`src/rtl/nvram_pkg.sv`:
```
// Shared constants and state encoding for the hiscore nvram load/upload path.
package nvram_pkg;

  // Defaults shared with the nvram loader so both sides agree on the dump layout.
  localparam int unsigned DEFAULT_DUMPWIDTH = 6;
  localparam int unsigned DEFAULT_DUMPINDEX = 4;
  localparam int unsigned DEFAULT_PAUSEPAD  = 2;
  localparam int unsigned SUM_WIDTH         = 16;

  typedef enum logic [2:0] {
    StIdle,
    StWaitPause,
    StPad,
    StScan,
    StFlush,
    StDecide,
    StServe
  } nvram_state_e;

endpackage

```
`src/rtl/nvram_sum.sv`:
```
// Byte checksum accumulator. A byte is issued (address presented) one cycle and
// its data is added the next, matching the one-cycle RAM read latency.
module nvram_sum #(
  parameter int unsigned SumWidth = 16
) (
  input  logic                clk_i,
  input  logic                rst_i,
  input  logic                clr_i,
  input  logic                issue_i,
  input  logic [7:0]          data_i,
  output logic [SumWidth-1:0] sum_o,
  output logic [SumWidth-1:0] sum_next_o
);

  logic [SumWidth-1:0] sum_q;
  logic                pending_q;

  // Add the byte whose address was issued last cycle, wrapping mod 2^SumWidth.
  always_comb begin
    sum_next_o = sum_q;
    if (pending_q) begin
      sum_next_o = sum_q + SumWidth'(data_i);
    end
  end

  // Clear drops any in-flight byte so the first cycle after it never adds.
  always_ff @(posedge clk_i or posedge rst_i) begin
    if (rst_i) begin
      sum_q     <= '0;
      pending_q <= 1'b0;
    end else if (clr_i) begin
      sum_q     <= '0;
      pending_q <= 1'b0;
    end else begin
      sum_q     <= sum_next_o;
      pending_q <= issue_i;
    end
  end

  assign sum_o = sum_q;

endmodule

```
`src/rtl/nvram_upload.sv`:
```
// Reads the hiscore dump back to the HPS over ioctl upload, and on OSD open
// checksums the dump to request an upload only when the contents changed.
module nvram_upload
  import nvram_pkg::*;
#(
  parameter int unsigned DUMPWIDTH = DEFAULT_DUMPWIDTH,
  parameter int unsigned DUMPINDEX = DEFAULT_DUMPINDEX,
  parameter int unsigned PAUSEPAD  = DEFAULT_PAUSEPAD,
  parameter int unsigned SUMWIDTH  = SUM_WIDTH
) (
  input  logic                 clk,
  input  logic                 reset,
  input  logic                 autosave,
  input  logic                 OSD_STATUS,
  input  logic                 ioctl_upload,
  input  logic [7:0]           ioctl_index,
  input  logic [24:0]          ioctl_addr,
  input  logic                 ioctl_rd,
  output logic [7:0]           ioctl_din,
  output logic                 ioctl_upload_req,
  output logic [DUMPWIDTH-1:0] nvram_address,
  input  logic [7:0]           nvram_data_out,
  input  logic                 paused,
  output logic                 pause_cpu,
  output logic                 busy
);

  localparam int unsigned DumpBytes = 2 ** DUMPWIDTH;
  localparam logic [DUMPWIDTH-1:0] LastAddr = '1;

  nvram_state_e          state_q, state_d;
  logic                  osd_q;
  logic [7:0]            pad_cnt_q, pad_cnt_d;
  logic [DUMPWIDTH-1:0]  scan_addr_q, scan_addr_d;
  logic [SUMWIDTH-1:0]   last_sum_q, last_sum_d;
  logic                  last_valid_q, last_valid_d;
  logic [DumpBytes-1:0]  seen_q, seen_d;
  logic                  din_ok_q;

  logic                  upload_sel;
  logic                  osd_rise;
  logic                  addr_in_range;
  logic                  enter_serve;
  logic                  sum_clr;
  logic                  sum_issue;
  logic [SUMWIDTH-1:0]   sum;
  logic [SUMWIDTH-1:0]   sum_next;
  logic                  unused_rd;

  // The read strobe carries no handshake meaning here.
  assign unused_rd = ioctl_rd;

  assign upload_sel    = ioctl_upload & (ioctl_index == 8'(DUMPINDEX));
  assign osd_rise      = OSD_STATUS & ~osd_q;
  assign addr_in_range = (ioctl_addr[24:DUMPWIDTH] == '0);
  // An HPS upload pre-empts idle and any unfinished check.
  assign enter_serve   = upload_sel &
                         (state_q inside {StIdle, StWaitPause, StPad, StScan, StFlush});

  nvram_sum #(
    .SumWidth (SUMWIDTH)
  ) u_sum (
    .clk_i      (clk),
    .rst_i      (reset),
    .clr_i      (sum_clr),
    .issue_i    (sum_issue),
    .data_i     (nvram_data_out),
    .sum_o      (sum),
    .sum_next_o (sum_next)
  );

  // Next-state and output decode.
  always_comb begin
    state_d          = state_q;
    pad_cnt_d        = pad_cnt_q;
    scan_addr_d      = scan_addr_q;
    last_sum_d       = last_sum_q;
    last_valid_d     = last_valid_q;
    seen_d           = seen_q;
    sum_clr          = 1'b0;
    sum_issue        = 1'b0;
    pause_cpu        = 1'b0;
    ioctl_upload_req = 1'b0;
    nvram_address    = '0;
    ioctl_din        = 8'h00;
    busy             = (state_q != StIdle);

    unique case (state_q)
      StIdle: begin
        if (!upload_sel && osd_rise && autosave) begin
          state_d = StWaitPause;
        end
      end
      StWaitPause: begin
        pause_cpu = 1'b1;
        if (paused) begin
          pad_cnt_d = 8'(PAUSEPAD);
          state_d   = StPad;
        end
      end
      StPad: begin
        pause_cpu = 1'b1;
        if (pad_cnt_q == 8'd0) begin
          scan_addr_d = '0;
          sum_clr     = 1'b1;
          state_d     = StScan;
        end else begin
          pad_cnt_d = pad_cnt_q - 8'd1;
        end
      end
      StScan: begin
        pause_cpu     = 1'b1;
        nvram_address = scan_addr_q;
        sum_issue     = 1'b1;
        scan_addr_d   = scan_addr_q + 1'b1;
        if (scan_addr_q == LastAddr) begin
          state_d = StFlush;
        end
      end
      StFlush: begin
        pause_cpu = 1'b1;
        state_d   = StDecide;
      end
      StDecide: begin
        pause_cpu        = 1'b1;
        ioctl_upload_req = !last_valid_q || (sum != last_sum_q);
        state_d          = StIdle;
      end
      StServe: begin
        pause_cpu     = 1'b1;
        nvram_address = ioctl_addr[DUMPWIDTH-1:0];
        ioctl_din     = din_ok_q ? nvram_data_out : 8'h00;
        if (upload_sel) begin
          // Seen-address shadow: each byte joins the sum once however the HPS walks it.
          if (addr_in_range && !seen_q[ioctl_addr[DUMPWIDTH-1:0]]) begin
            sum_issue                         = 1'b1;
            seen_d[ioctl_addr[DUMPWIDTH-1:0]] = 1'b1;
          end
        end else begin
          // sum_next folds in the byte still in flight from last cycle.
          last_valid_d = &seen_q;
          if (&seen_q) begin
            last_sum_d = sum_next;
          end
          state_d = StIdle;
        end
      end
      default: state_d = StIdle;
    endcase

    if (enter_serve) begin
      state_d   = StServe;
      sum_clr   = 1'b1;
      sum_issue = 1'b0;
      seen_d    = '0;
    end
  end

  // State and bookkeeping registers.
  always_ff @(posedge clk or posedge reset) begin
    if (reset) begin
      state_q      <= StIdle;
      osd_q        <= 1'b0;
      pad_cnt_q    <= '0;
      scan_addr_q  <= '0;
      last_sum_q   <= '0;
      last_valid_q <= 1'b0;
      seen_q       <= '0;
      din_ok_q     <= 1'b0;
    end else begin
      state_q      <= state_d;
      osd_q        <= OSD_STATUS;
      pad_cnt_q    <= pad_cnt_d;
      scan_addr_q  <= scan_addr_d;
      last_sum_q   <= last_sum_d;
      last_valid_q <= last_valid_d;
      seen_q       <= seen_d;
      // Data returning next cycle belongs to this address; gate out-of-range reads.
      din_ok_q     <= (state_q == StServe) && addr_in_range;
    end
  end

endmodule
```
`config.mk`:
```
export PLATFORM = sky130hd
export DESIGN_NAME = nvram_upload
export DESIGN_NICKNAME = d
export VERILOG_FILES = /design/src/rtl/nvram_pkg.sv /design/src/rtl/nvram_sum.sv /design/src/rtl/nvram_upload.sv
export SDC_FILE = /design/constraint.sdc
export NUM_CORES = 1
export LEC_CHECK = 0
export CAP_MARGIN = 20
export CORE_MARGIN = 10
export CORE_UTILIZATION = 55
export CTS_BUF_LIST = sky130_fd_sc_hd__clkbuf_8
export CTS_CLUSTER_SIZE = 10
export DETAILED_ROUTE_END_ITERATION = 10
export PLACE_DENSITY = 0.83
export SLEW_MARGIN = 10
export SYNTH_ARGS = -nofsm -noshare
export SYNTH_HDL_FRONTEND = slang
export SYNTH_HIERARCHICAL = 1
export SYNTH_SLANG_ARGS = --single-unit
```
`constraint.sdc`:
```
create_clock -name clk -period 7.2 [get_ports clk]
set_clock_uncertainty 0.2 [all_clocks]
set_input_delay 0.72 -clock clk [delete_from_list [all_inputs] [get_ports clk]]
set_output_delay 0.72 -clock clk [all_outputs]
set_load 0.02 [all_outputs]
```
**Word-level counts from Yosys, hierarchy flattened**

Cells that the tools add are included.

- Reductions and logical operators: 27
- Div/mod/pow operators: 0
- Order comparisons: 2
- Bitwise operators: 6
- Eq/ne operators: 17
- Add/subtract/negate cells: 3
- Multipliers: 0
- Mux-type cells: 35
- Shifts and indexed selects: 0

Operators with widths:

| operator | count |
|---|---|
| 64-bit 2-to-1 mux | 4 |
| 66-bit AND reduction | 1 |
| 64-bit OR | 1 |
| 64-bit AND reduction | 1 |
| 16-bit 2-to-1 mux | 2 |
| 8-bit 2-to-1 mux | 4 |
| 6-bit case mux with 2 select lines | 2 |
| 19-bit logical NOT | 1 |
| 3-bit 2-to-1 mux | 6 |
| 3-bit case mux with 6 select lines | 1 |
| 16-bit by 8-bit adder with 16-bit output | 1 |
| 16-bit != test | 1 |
| 8-bit case mux with 2 select lines | 1 |
| 1-bit 2-to-1 mux | 11 |
| 2-bit nonzero test | 5 |
| 3-bit equality test, second input constant | 3 |
| 3-bit by 2-bit != test with 1-bit output, second input constant | 3 |
| 8-bit by 3-bit equality test with 1-bit output, second input constant | 1 |
| 8-bit logical NOT | 1 |
| 8-bit by 1-bit subtractor with 8-bit output, second input constant | 1 |
| 6-bit by 7-bit less-than comparator with 1-bit output, second input constant | 1 |
| 6-bit by 1-bit adder with 6-bit output, second input constant | 1 |
| 1-bit binary-select mux with 6-bit select | 1 |
| 1-bit demux with 6-bit select | 1 |
| other kinds (21) | 35 |

- Bits in writable memories: 0
- Latch bits: 0
- Memories kept: 0
- Input bits: 48
- Register bits: 117
- Memory bits (read-only): 0
- Logic and storage cells: 100

**Longest topological paths before layout**

- Depth in word-level cells: 9
- Gate-level depth with buffers: 10

**Hierarchy**

Netlist, hierarchy kept.

By module, submodules not included:

| module | sequential area each (um2) | cells each | instances | area an instance (um2) |
|---|---|---|---|---|
| nvram_upload | 2502.4 | 521 | 1 | 5342.6 |
| nvram_sum | 425.4 | 149 | 1 | 1350.0 |

**Worst setup path after synthesis**

OpenSTA, ideal clock, no wires.

- Kind: in2out
- From: in ioctl_addr[0]
- To: out nvram_address[0]
- Arrival: 2.124 ns
- Path slack: 4.156 ns
- Stages on the path: 6
- Cells stage by stage: buf_2 -> buf_2 -> buf_2 -> clkbuf_1 -> clkbuf_1 -> a22o_1

- Cells in the longest elaborated chain, start to end: 1

RTL lines:

| element | line | text |
|---|---|---|
| start: declaration | nvram_upload.sv:17 | `input logic [24:0] ioctl_addr,` |
| 6-bit case mux with 2 select lines | nvram_upload.sv:88 | `unique case (state_q)` |
| end: declaration | nvram_upload.sv:21 | `output logic [DUMPWIDTH-1:0] nvram_address,` |

No other way between the ends.

**Final worst setup path**

- From: reg state_q[0]
- To: out nvram_address[5]

- Cells in the longest elaborated chain, start to end: 2
- Elaborated cells on any way between the ends: 3
- Those cells by class: eq/ne (2); mux (1)

RTL lines:

| element | line | text |
|---|---|---|
| start: declaration | nvram_upload.sv:31 | `nvram_state_e state_q, state_d;` |
| start signal: assignment | nvram_upload.sv:162 | `state_q <= StIdle;` |
| start signal: assignment | nvram_upload.sv:171 | `state_q <= state_d;` |
| 3-bit equality test or 3-bit by 2-bit equality test with 1-bit output (tied branches) | nvram_upload.sv:88 |  |
| 6-bit case mux with 2 select lines * | nvram_upload.sv:88 |  |

Every way passes the cells marked *; elsewhere a longest branch is shown, timed or not.

==> impl_metrics.ini <==
[job]
max_cap_violations = 0

[power_and_ir_drop]
power.density_mw_per_mm2 = 278.3
p_leak_nw = 3.307
peakVddDrop_v = 0.0002055

[detailed_routing]
antenna_left = 0
viasPerCell = 6.448
wl_per_cell_um = 19.86
drtPass1Iterations = 5
routed_wl_um = 17380
vias = 5642
drc = 0
drtIter0Drc = 702

[cts]
cts_buffers = 17
cts_resized = 0
clock_sinks = 117
cts_root_buffer = clkbuf_8
htreeDepth = 4
clockBufferDepth = 2
cts_tree = built
cts_hold_repair.buffers = 0
clk_pin_slew_ps = 70
clock_latency_ps = 440
post_cts_buffers = 0

[worst_setup_path]
cpPeakStageDelay_ps = 730
critPathCaptureType = primary output
reg2reg_depth = 7
crit_buf_inv = 1
critPathKind = flip-flop to primary output
crit_cells = 3
cp_top_family = simple AND/OR/NAND/NOR gates
critPathSlowestCell = and3b_1
critPathMaxFanout = 18
start_kind = flip-flop
cp_cell_sequence = and3b_1, a22o_1, clkdlybuf4s50_1
critPathRequiredTime_ps = 6280
cp.arrival_ps = 2640

[outcome]
status = completed

[sta]
maxSlewViolCount = 0
setup-violations-final = 0
tightest_slew_ps = 1056
fmax_mhz = 281.0
relSlewSlack_pct = 29.05
setup_tns_ps = 0
setup_ws_ps = 3641
rsz0062_at_grt = no
hold_viol_final = 0
period_share_pct = 49.43
layout_min_cycle_time_ps = 3559

[grt]
grt_usage_pct = 21.12
grt_pass1_wl_um = 28550
grt_max_degree = 72
grt_pass1_vias = 5653
antenna_found_initial = 0
overflow = 0

[floorplanning]
die_w_um = 130.3
rows = 40
io_pins = 65
start_util_pct = 55.95
die_h_um = 130.3
core_area_mm2 = 0.01196
die_area_mm2 = 0.01698

[logic_synthesis]
synth_top_area_cell = dfrtp_1
synth_warnings = 6
syn_nets = 730
synth_area_per_cell_um2 = 9.989
synth-seq-cells = 117
synthMuxAreaShare_pct = 8.450
synth_flop_cell = dfrtp_1
synthXorXnorAreaFrac_pct = 4.319
synth_edf_count = 0
synth_top_family_by_area = simple AND/OR/NAND/NOR gates
synth.distinct_cells = 72
synth_fa_ha_area_share_pct = 2.356
ys_seq_area_share_pct = 43.75
synth_compound_area_share_pct = 17.95
netlist_top_cells_area = dfrtp_1 (44%), a22o_1 (5.5%), mux2_2 (4.9%)
synth.top_cell.area_share_pct = 43.75
synthSimpleGateAreaFrac_pct = 19.56
syn_inst = 670
synthArstFlopShare_pct = 100.0
synth_area_mm2 = 0.006693

[placement]
hpwlAfterDp_um = 12070
routabilityCongestion = 0.9047
pre_cts_ws_ps = 3514
place.port_buffers = 63

[layout]
area_growth_pct = 16.28
diodes = 0
num-fill-cells = 934
drive_above_1_share_pct = 11.13
final_nets = 779

[worst_hold_path]
whs_path_depth = 1
worstHoldPathType = flip-flop to flip-flop
-- area by class of cell --
cell class	count	area [µm²]	share of cell area, %
multi-input cells	499	3530	45.35
flip-flops and latches	117	2928	37.62
repair buffers	70	683.2	8.778
clock buffers	20	275.3	3.537
well taps	147	183.9	2.363
clock inverters	8	127.6	1.640
inverters	14	55.05	0.7074
-- stage by stage --
step                      util [%]  std cells  hold slack [ps]  instance area, µm²  total power, mW
after floorplan                  -        670            249.5                6693            1.354
after detailed placement     61.69        847            266.1                7380            1.536
after CTS                    65.06        875            282.2                7782            2.169
after global routing         65.06        875            295.1                7782            2.299
final                        65.06        875            284.1                7782            2.166
after global placement       61.69        847            259.9                7380            1.493
-- cells in the mapped netlist, types with 9 or more instances --
master	n
ha_1	11
a31oi_1	9
nand2_1	62
a21oi_1	12
buf_2	10
inv_1	14
nand4_1	27
dfrtp_1	117
nor4_1	11
nand3_1	15
nor2b_1	23
and3_1	14
o21ai_0	34
a22o_1	42
nor2_1	43
mux2i_1	16
xnor2_1	28
mux2_2	29
clkbuf_1	22
-- worst reg2reg max path: stages, from the launching register on --
cell and delay (ps):
dfrtp_1 560, and3b_1 730, nand4_1 200, nor2_1 260, and4_1 370, nand2_1 270
o21ai_0 320, nor2b_1 160
-- layer usage --
layer,up-vias,wire (µm),GRT usage [%]
met5,-,0,0
met4,0,453,8.267
met3,42,1142,5.396
met2,249,8563,33.89
met1,2753,7221,26.77
li1,2598,-,-
-- layout by cell type (no fill, tap or decap), types with 5 or more instances in the layout --
cell	synthesis	routed
xor2_1	5	5
dfrtp_1	117	117
mux2_2	29	29
o21ai_0	34	34
and3_1	14	14
nand2b_1	5	5
nand3b_1	8	8
clkdlybuf4s50_1	0	63
a22o_1	42	42
nand3_1	15	15
clkbuf_8	0	20
a211oi_1	5	5
nor4_1	11	11
a31oi_1	9	9
ha_1	11	11
nand4_1	27	27
xnor2_1	28	28
inv_1	14	13
a21oi_1	12	12
nor2b_1	23	23
nor2_1	43	43
o31ai_1	8	8
and2_1	7	7
a32o_1	8	8
buf_4	1	7
nor3_1	8	8
nand2_1	62	62
mux2i_1	16	16
-- path summary, 6_finish.rpt --
| check | from | endpoint | slack, ps |
|---|---|---|---|
| setup / recovery | state_q[0] | nvram_address[5] | 3640 |
| hold / removal | last_valid_q | last_valid_q | 280 |
| setup reg to reg | state_q[0] | u_sum/pending_q | 4060 |
| hold reg to reg | last_valid_q | last_valid_q | 280 |
| max in group asynchronous | reset | seen_q[43] | 5130 |
| min in group asynchronous | reset | last_sum_q[8] | 440 |
-- cell families after synthesis --
| kind of cell | count (synthesis) |
|---|---|
| xor gates and xnor gates | 33 |
| muxes | 49 |
| buffers and inverters | 54 |
| AOI/OAI and AO/OA | 161 |
| DFF | 117 |
| and+or+nand+nor | 244 |
| adders and majority gates | 12 |
-- report_power, final --
group          leakage [nW]  switching (mW)  total, mW  internal (mW)
registers              1.58           0.120      0.857          0.737
logic                  1.53           0.372      0.684          0.311
clock network         0.199           0.262      0.624          0.362
total                  3.31           0.755       2.17           1.41
-- flip-flops by register name, indices dropped and copies added (netlist names) --
signal / flops
seen_q: 64
last_sum_q: 16
u_sum/sum_o: 16
pad_cnt_q: 8
scan_addr_q: 6
state_q: 3
din_ok_q: 1
last_valid_q: 1
osd_q: 1
u_sum/pending_q: 1
Note: power is estimated with default switching activity, not from simulation.
